<file path="config.mk">
export PLATFORM = sky130hd
export DESIGN_NAME = dsp_mac_ctrl
export DESIGN_NICKNAME = d
export VERILOG_FILES = /design/src/rtl/dsp_ctrl_pkg.sv /design/src/rtl/dsp_vld_pipe.sv /design/src/rtl/dsp_mac_ctrl.sv
export SDC_FILE = /design/constraint.sdc
export NUM_CORES = 1
export LEC_CHECK = 0
export BUFFER_PORTS_ARGS = -buffer_cell sky130_fd_sc_hd__buf_2
export CAP_MARGIN = 40
export CORE_MARGIN = 2
export CORE_UTILIZATION = 45
export CTS_CLUSTER_DIAMETER = 80
export DETAILED_ROUTE_END_ITERATION = 8
export PLACE_DENSITY = 0.68
export SLEW_MARGIN = 40
export SYNTH_ARGS = -nofsm -noshare
export SYNTH_HDL_FRONTEND = slang
export SYNTH_HIERARCHICAL = 1
export SYNTH_SLANG_ARGS = --single-unit
</file>
<file path="constraint.sdc">
create_clock -name clk -period 2.2 [get_ports clk]
set_input_delay 0.11 -clock clk [delete_from_list [all_inputs] [get_ports clk]]
set_output_delay 0.11 -clock clk [all_outputs]
set_load 0.02 [all_outputs]
</file>
<file path="src/rtl/dsp_ctrl_pkg.sv">
// -----------------------------------------------------------------------------
// dsp_ctrl_pkg
// Shared types and constants for the DSP48A1 multiply-accumulate controller.
//   state_t     : controller FSM states
//   OPMODE_ACC  : OPMODE for P <= P + M (X = M, Z = P, post-adder add)
//   VLD_DEPTH   : number of pipeline stages between the A/B registers and P
// -----------------------------------------------------------------------------
package dsp_ctrl_pkg;

    typedef enum logic [2:0] {
        ST_IDLE  = 3'd0,
        ST_CLEAR = 3'd1,
        ST_FEED  = 3'd2,
        ST_DRAIN = 3'd3,
        ST_DONE  = 3'd4
    } state_t;

    localparam logic [7:0] OPMODE_ACC = 8'h09;
    localparam int         VLD_DEPTH  = 2;

endpackage

</file>
<file path="src/rtl/dsp_vld_pipe.sv">
// -----------------------------------------------------------------------------
// dsp_vld_pipe
// Delayed-valid shift register that tracks an accepted operand pair as it
// travels A/B register -> M register -> P register inside the DSP slice.
// Ports:
//   clk    : clock, rising edge
//   rst    : asynchronous active-high reset, empties the pipeline
//   in_vld : operand pair accepted this cycle (A/B registers loading)
//   vld    : vld[0] = M register loading, vld[1] = P register loading
// -----------------------------------------------------------------------------
module dsp_vld_pipe
    import dsp_ctrl_pkg::*;
(
    input  logic                 clk,
    input  logic                 rst,
    input  logic                 in_vld,
    output logic [VLD_DEPTH-1:0] vld
);

    logic vld_p1;
    logic vld_p2;

    // Stage 1: product being registered in M
    always_ff @(posedge clk or posedge rst) begin
        if (rst) begin
            vld_p1 <= 1'b0;
        end else begin
            vld_p1 <= in_vld;
        end
    end

    // Stage 2: product being accumulated into P
    always_ff @(posedge clk or posedge rst) begin
        if (rst) begin
            vld_p2 <= 1'b0;
        end else begin
            vld_p2 <= vld_p1;
        end
    end

    assign vld = {vld_p2, vld_p1};

endmodule

</file>
<file path="src/rtl/dsp_mac_ctrl.sv">
// -----------------------------------------------------------------------------
// dsp_mac_ctrl
// Sequencer for a DSP48A1 slice computing one dot product per job:
// clears P, accepts len operand pairs with a valid/ready handshake, steers
// the A/B, M and P clock enables so each pair is accumulated exactly once,
// waits for the pipeline to drain and pulses done while P holds the sum.
//
// Optional feature (macro DSP_MAC_TIMEOUT_EN): adds output err and a
// starvation timer; TO_CYC consecutive FEED cycles without op_valid abort
// the job through DRAIN/DONE with err set.
//
// Parameters:
//   LEN_W  : width of len
//   TO_CYC : starvation limit in cycles (timeout build only)
// Ports:
//   clk, rst  : clock, asynchronous active-high reset
//   start     : begin a job (ignored while busy)
//   len       : operand pairs in the job, captured with start
//   op_valid  : operand pair present at the slice inputs
//   op_ready  : pair accepted this cycle when op_valid is also high
//   opmode    : DSP48A1 OPMODE, fixed accumulate setting
//   ce_ab     : A/B input register enable
//   ce_m      : M register enable
//   ce_p      : P register enable
//   rst_p     : synchronous clear for P
//   busy      : job in progress
//   done      : one-cycle completion pulse
//   err       : starvation timeout occurred (timeout build only)
// -----------------------------------------------------------------------------
module dsp_mac_ctrl
    import dsp_ctrl_pkg::*;
#(
    parameter int LEN_W  = 8,
    parameter int TO_CYC = 256
) (
    input  logic             clk,
    input  logic             rst,
    input  logic             start,
    input  logic [LEN_W-1:0] len,
    input  logic             op_valid,
    output logic             op_ready,
    output logic [7:0]       opmode,
    output logic             ce_ab,
    output logic             ce_m,
    output logic             ce_p,
    output logic             rst_p,
    output logic             busy,
`ifdef DSP_MAC_TIMEOUT_EN
    output logic             done,
    output logic             err
`else
    output logic             done
`endif
);

    state_t                 state;
    state_t                 state_nxt;
    logic [LEN_W-1:0]       len_q;
    logic [LEN_W-1:0]       remaining;
    logic                   hs;
    logic                   clear_p;
    logic                   timeout_hit;
    logic [VLD_DEPTH-1:0]   vld_pipe;

    assign opmode = OPMODE_ACC;
    assign hs     = op_valid & op_ready;
    assign ce_ab  = hs;
    assign ce_m   = vld_pipe[0];
    assign ce_p   = vld_pipe[1];

    // P is held in clear for as long as reset is asserted, not only after it
    assign rst_p  = rst | clear_p;

    dsp_vld_pipe u_vld_pipe (
        .clk    (clk),
        .rst    (rst),
        .in_vld (hs),
        .vld    (vld_pipe)
    );

    always_ff @(posedge clk or posedge rst) begin
        if (rst) begin
            state <= ST_IDLE;
        end else begin
            state <= state_nxt;
        end
    end

    always_comb begin
        state_nxt = state;
        op_ready  = 1'b0;
        clear_p   = 1'b0;
        busy      = 1'b1;
        done      = 1'b0;
        case (state)
            ST_IDLE: begin
                busy = 1'b0;
                if (start) begin
                    state_nxt = (len != '0) ? ST_CLEAR : ST_DONE;
                end
            end
            ST_CLEAR: begin
                clear_p   = 1'b1;
                state_nxt = ST_FEED;
            end
            ST_FEED: begin
                op_ready = 1'b1;
                if ((hs && remaining == LEN_W'(1)) || timeout_hit) begin
                    state_nxt = ST_DRAIN;
                end
            end
            ST_DRAIN: begin
                // Once stage 1 is empty, the only product left (if any) is
                // entering P on this edge, so P is final in the next cycle.
                if (!vld_pipe[0]) begin
                    state_nxt = ST_DONE;
                end
            end
            ST_DONE: begin
                done      = 1'b1;
                state_nxt = ST_IDLE;
            end
            default: begin
                state_nxt = ST_IDLE;
            end
        endcase
    end

    always_ff @(posedge clk or posedge rst) begin
        if (rst) begin
            len_q <= '0;
        end else if (state == ST_IDLE && start) begin
            len_q <= len;
        end
    end

    // Decrement is guarded so the count can never wrap below zero
    always_ff @(posedge clk or posedge rst) begin
        if (rst) begin
            remaining <= '0;
        end else if (state == ST_CLEAR) begin
            remaining <= len_q;
        end else if (hs && remaining != '0) begin
            remaining <= remaining - LEN_W'(1);
        end
    end

`ifdef DSP_MAC_TIMEOUT_EN
    localparam int TO_W = $clog2(TO_CYC + 1);

    logic [TO_W-1:0] idle_cnt;
    logic            err_q;

    // Fires on the TO_CYC-th consecutive starved FEED cycle
    assign timeout_hit = (state == ST_FEED) && !op_valid &&
                         (idle_cnt == TO_W'(TO_CYC - 1));

    always_ff @(posedge clk or posedge rst) begin
        if (rst) begin
            idle_cnt <= '0;
        end else if (state != ST_FEED || op_valid) begin
            idle_cnt <= '0;
        end else begin
            idle_cnt <= idle_cnt + TO_W'(1);
        end
    end

    always_ff @(posedge clk or posedge rst) begin
        if (rst) begin
            err_q <= 1'b0;
        end else if (state == ST_IDLE && start) begin
            err_q <= 1'b0;
        end else if (timeout_hit) begin
            err_q <= 1'b1;
        end
    end

    assign err = err_q;
`else
    assign timeout_hit = 1'b0;
`endif

endmodule

</file>
Word-level counts from Yosys, hierarchy flattened
Cells that the tools add are included.
{"block": "word_totals", "reg_bits": 21, "input_bits": 12, "output_inout_bits": 15, "elab_cells": 35}
{"block": "classes", "add_sub_neg": 1, "n_eq_ne": 8, "muxes": 11, "n_bitwise": 2, "reduce_logical": 8}
{"cell": "$mux W8", "count": 2}
{"cell": "$reduce_bool A8 Y1", "count": 2}
{"cell": "$mux W3", "count": 4}
{"cell": "$pmux W3 S4", "count": 1}
{"cell": "$eq A8 B1 Y1 const B", "count": 1}
{"cell": "$sub A8 B1 Y8 const B", "count": 1}
{"cell": "$eq A3 B2 Y1 const B", "count": 2}
{"cell": "$ne A2 B2 Y1 const B", "count": 3}
{"cell": "$mux W1", "count": 4}
{"cell": "$eq A3 B1 Y1 const B", "count": 1}
{"cell": "$eq A3 B3 Y1 const B", "count": 1}
{"cell": "$logic_and A1 B1 Y1", "count": 3}
{"cell": "$logic_not A3 Y1", "count": 1}
{"cell": "$reduce_and A3 Y1", "count": 1}
{"cell": "$reduce_bool A2 Y1", "count": 1}
{"cell": "$and A1 B1 Y1", "count": 1}
{"cell": "$or A1 B1 Y1", "count": 1}

Logic depth before layout (Yosys ltp)
{"block": "depth", "word_depth": 6, "depth_mapped": 6, "ltp_nobuf": 6}

Hierarchy
The synthesis kept the hierarchy.
{"mod": "dsp_mac_ctrl", "instances": 1, "cells_per_inst": 113, "area_each_um2": 1118.6, "seq_area_each_um2": 475.5}
{"mod": "dsp_vld_pipe", "instances": 1, "cells_per_inst": 5, "area_each_um2": 68.8, "seq_area_each_um2": 50.0}

Least setup slack after synthesis
No wires, ideal clock.
{"block": "synth_path", "kind": "flip-flop to flip-flop", "from": "register remaining[0]", "to": "register remaining[6]", "setup_ns": 0.158, "arrival_ns": 1.701, "required_time_ns": 2.042, "path_slack_ns": 0.342, "stages_incl_launch_ff": 7, "path_buffers": 0, "cell_sequence": "dfrtp_1 > inv_1 > ha_1 > or3b_2 > nor4_1 > mux2i_1 > o21ai_0"}
{"block": "synth_between", "elab_chain_len": 3, "word_cells_on_any_way": 6, "cone_classes": "add/sub: 1; mux: 2; reduce/logical: 3"}
{"element": "start: declaration", "line_no": "dsp_mac_ctrl.sv:59", "source": "logic [LEN_W-1:0] remaining;"}
{"element": "start signal: assignment", "line_no": "dsp_mac_ctrl.sv:142", "source": "remaining <= len_q;"}
{"element": "start signal: assignment", "line_no": "dsp_mac_ctrl.sv:144", "source": "remaining <= remaining - LEN_W'(1);"}
{"element": "$sub A8 B1 Y8 / $reduce_bool A8 Y1 (equally long branches)", "line_no": "dsp_mac_ctrl.sv:144, dsp_mac_ctrl.sv:143"}
{"element": "$mux W8 / $logic_and A1 B1 Y1 (equally long branches)", "line_no": "dsp_mac_ctrl.sv:143", "source": "end else if (hs && remaining != '0) begin"}
{"element": "$mux W8 / $reduce_bool A2 Y1 (equally long branches)"}
Parallel ways exist; a longest one is shown, timed or not. The select of a mux whose other input is x is not followed.
A chain may end at the register's enable or synchronous reset.

Final worst setup path
Ends and elaborated chain as after synthesis.

==> results.md <==
- Headroom to the max-slew limit: 62.98%
- Std cell rows: 18
- CTS clk-pin slew, worst paths: 120 ps
- CP Capture Type: flip-flop
- 1st-pass router iterations: 4
- Area Growth Syn to Fin: 8.219%
- Critical R2R Launch: remaining[0]
- CTS tree: built
- Routed WL per cell: 13.46 um
- Num Clock Sinks: 21
- DRT iter0 DRCs: 21
- Port buffer count: 18
- Ant. Diodes: 0
- Total of max-cap violations: 0
- RSZ-0062 raised after global routing: false
- HP Class: in2reg
- Synth Instances: 118
- Yosys reg bits: 21
- GRT met3 Usage: 4.450%
- Clk root buf: clkbuf_4
- Initial Util: 47.50%
- Fin. max-slew vios: 0
- Top post-synthesis cells by area: dfrtp_1, mux2_2, buf_4
- Overall Power: 1.751 mW
- Via density per instance: 5.217
- WS Path Type: reg2reg
- Fmax: 512.0 MHz
- CP max FO: 6
- Routing usage on met1: 20.09%
- Vias in the first global route: 893
- Seq/Total Area, Yosys: 44.26%
- First-pass GRT wire length: 3891 um
- Worst path required time: 2390 ps
- Setup TNS Final: 0 ps
- Worst Max-Slew Pin Slew: 550.2 ps
- Final wirelength: 2235 um
- Crit path DAT: 2150 ps
- Crit path capture: remaining[6]
- Worst r2r path cells: 6
- Lkg Pwr: 0.5858 nW
- Routed Antenna Nets: 0
- GRT met2 Usage: 26.36%
- R2r setup slk: 250 ps
- DP HPWL: 1723 um
- Setup Viol. Count Final: 0
- Final net count: 151
- Final worst path period share: 88.78%
- Syn Std Cell Area: 1187 um^2
- Post-CTS Resized: 0
- Main synth FF type: dfrtp_1
- Status: complete, no violations
- Die X: 55.37 um
- Final Critical Period: 1953 ps
- Fraction of registers with async set or reset after synthesis: 100.0%
- Ratio of cells with drive above 1 in the final layout: 27.21%
- Worst-case hold slack: 40.63 ps
- Top cell type's share of synthesized area: 44.26%
- Die footprint: 3065 um^2
- Core area: 2500 um^2
- Most common cell in the netlist: dfrtp_1
- Setup crit start kind: flip-flop
- Post-synth EDFFs: 0
- Clock latency on the worst-skew pair: 310 ps
- Commonest cells in the netlist: dfrtp_1, buf_4, nand2_1
- Total GRT Usage: 15.60%
- Synth warnings: 6
- CTS HTree Levels: 1
- GP Congestion: 0.8444
- Initial antenna violation count: 0
- Drt drc: 0
- Die H: 55.37 um
- Critical Path Source: remaining[0]
- Worst r2r dst: remaining[6]
- Synth cell types: 35
- Setup Fix Bufs, Post-CTS: 0
- Avg Synthesized Cell Area: 10.06 um^2
- Layer with the highest usage: met2
- Clock skew: 6.142 ps
- Maximum vdd drop: 0.7511 mV
- Largest net degree at the start of global routing: 21
- Final hold vios: 0
- CTS Buf Count: 3
- Area leader, netlist: dfrtp_1
- Via count: 866
- Cell area power density: 1363 nW/um^2
- I/O pin cnt: 27
- Clock Path Buffers: 2
- Grt total ovfl: 0
sequential cells by signal (all words and copies together), names as in the netlist:
name,flops
u_vld_pipe/vld_p1,1
len_q,8
state,3
u_vld_pipe/vld_p2,1
remaining,8
where the power goes:
part	switching, mW	total (mW)	leakage (nW)	internal [mW]
Clock	0.120	0.188	0.0177	0.0679
Sequential	0.215	0.792	0.254	0.577
Combinational	0.409	0.772	0.314	0.363
what timing repair did:
item	CTS	global route
hold buffers	1	0
endpoints found under the setup margin	0	0
hold endpoints to repair	21	0
worst min path at each step:
stage	startpoint	endpoint	slack [ps]	cells after the start
floorplan	rst	u_vld_pipe/vld_p1	-150	1
global placement	rst	u_vld_pipe/vld_p2	-30	2
detailed placement	rst	u_vld_pipe/vld_p1	-20	2
CTS	len[2]	len_q[2]	30	2
global route	len[5]	len_q[5]	30	2
finish	len[2]	len_q[2]	40	2
per-stage QoR:
stage,std cells,worst slack [ps],instance area [um^2],utilization [%]
2_1_floorplan,124,341.6,1210,-
3_3_place_gp,161,304.4,1247,49.90
3_5_place_dp,161,261.0,1247,49.90
4_1_cts,166,232.9,1285,51.40
5_1_grt,166,100.3,1285,51.40
6_report,166,246.8,1285,51.40
logic make-up after synthesis:
kind of cell / Yosys count / share of synthesized area [%]
buffers and inverters: 21 / 11.38
DFF: 21 / 44.26
AOI/OAI and AO/OA: 24 / 14.54
xor gates and xnor gates: 2 / 1.476
and+or+nand+nor: 37 / 17.18
other: 2 / 0.6325
muxes: 9 / 8.430
adders and majority gates: 2 / 2.107
cells in the final DEF, fill, tap and decap left out, types with 2 or more instances in the layout:
cell type,instances
nor4_1,5
nand2_1,11
mux2_2,8
or3_1,2
nor3_1,2
a221o_1,2
conb_1,8
clkbuf_4,3
nand3_1,2
nor3b_1,2
buf_2,18
buf_4,2
dfrtp_1,21
xor2_1,2
o2111ai_1,2
o21ai_0,7
ha_1,2
o21a_1,2
inv_1,8
nor2_1,6
a21oi_1,4
area by class of cell:
type	count	area [um^2]
Multi-Input combinational cell	82	549.3
Timing Repair Buffer	21	115.1
Clock buffer	3	22.52
Fill cell	245	1215
Inverter	8	30.03
Sequential cell	21	525.5
Tap cell	30	37.54
Clock inverter	1	5.005
worst max-delay path, stage by stage, from the launching register on:
cell and delay, ps:
dfrtp_1 460, inv_1 80, ha_1 190, or3b_2 510, nor4_1 300, mux2i_1 210, o21ai_0 90
routing by layer:
| metal | up-vias | wire length (um) |
|---|---|---|
| met4 | 0 | 0 |
| met5 | - | 0 |
| met1 | 406 | 995 |
| met2 | 17 | 1136 |
| met3 | 0 | 103 |
| li1 | 443 | - |
Power figures use the tool's default switching activity.
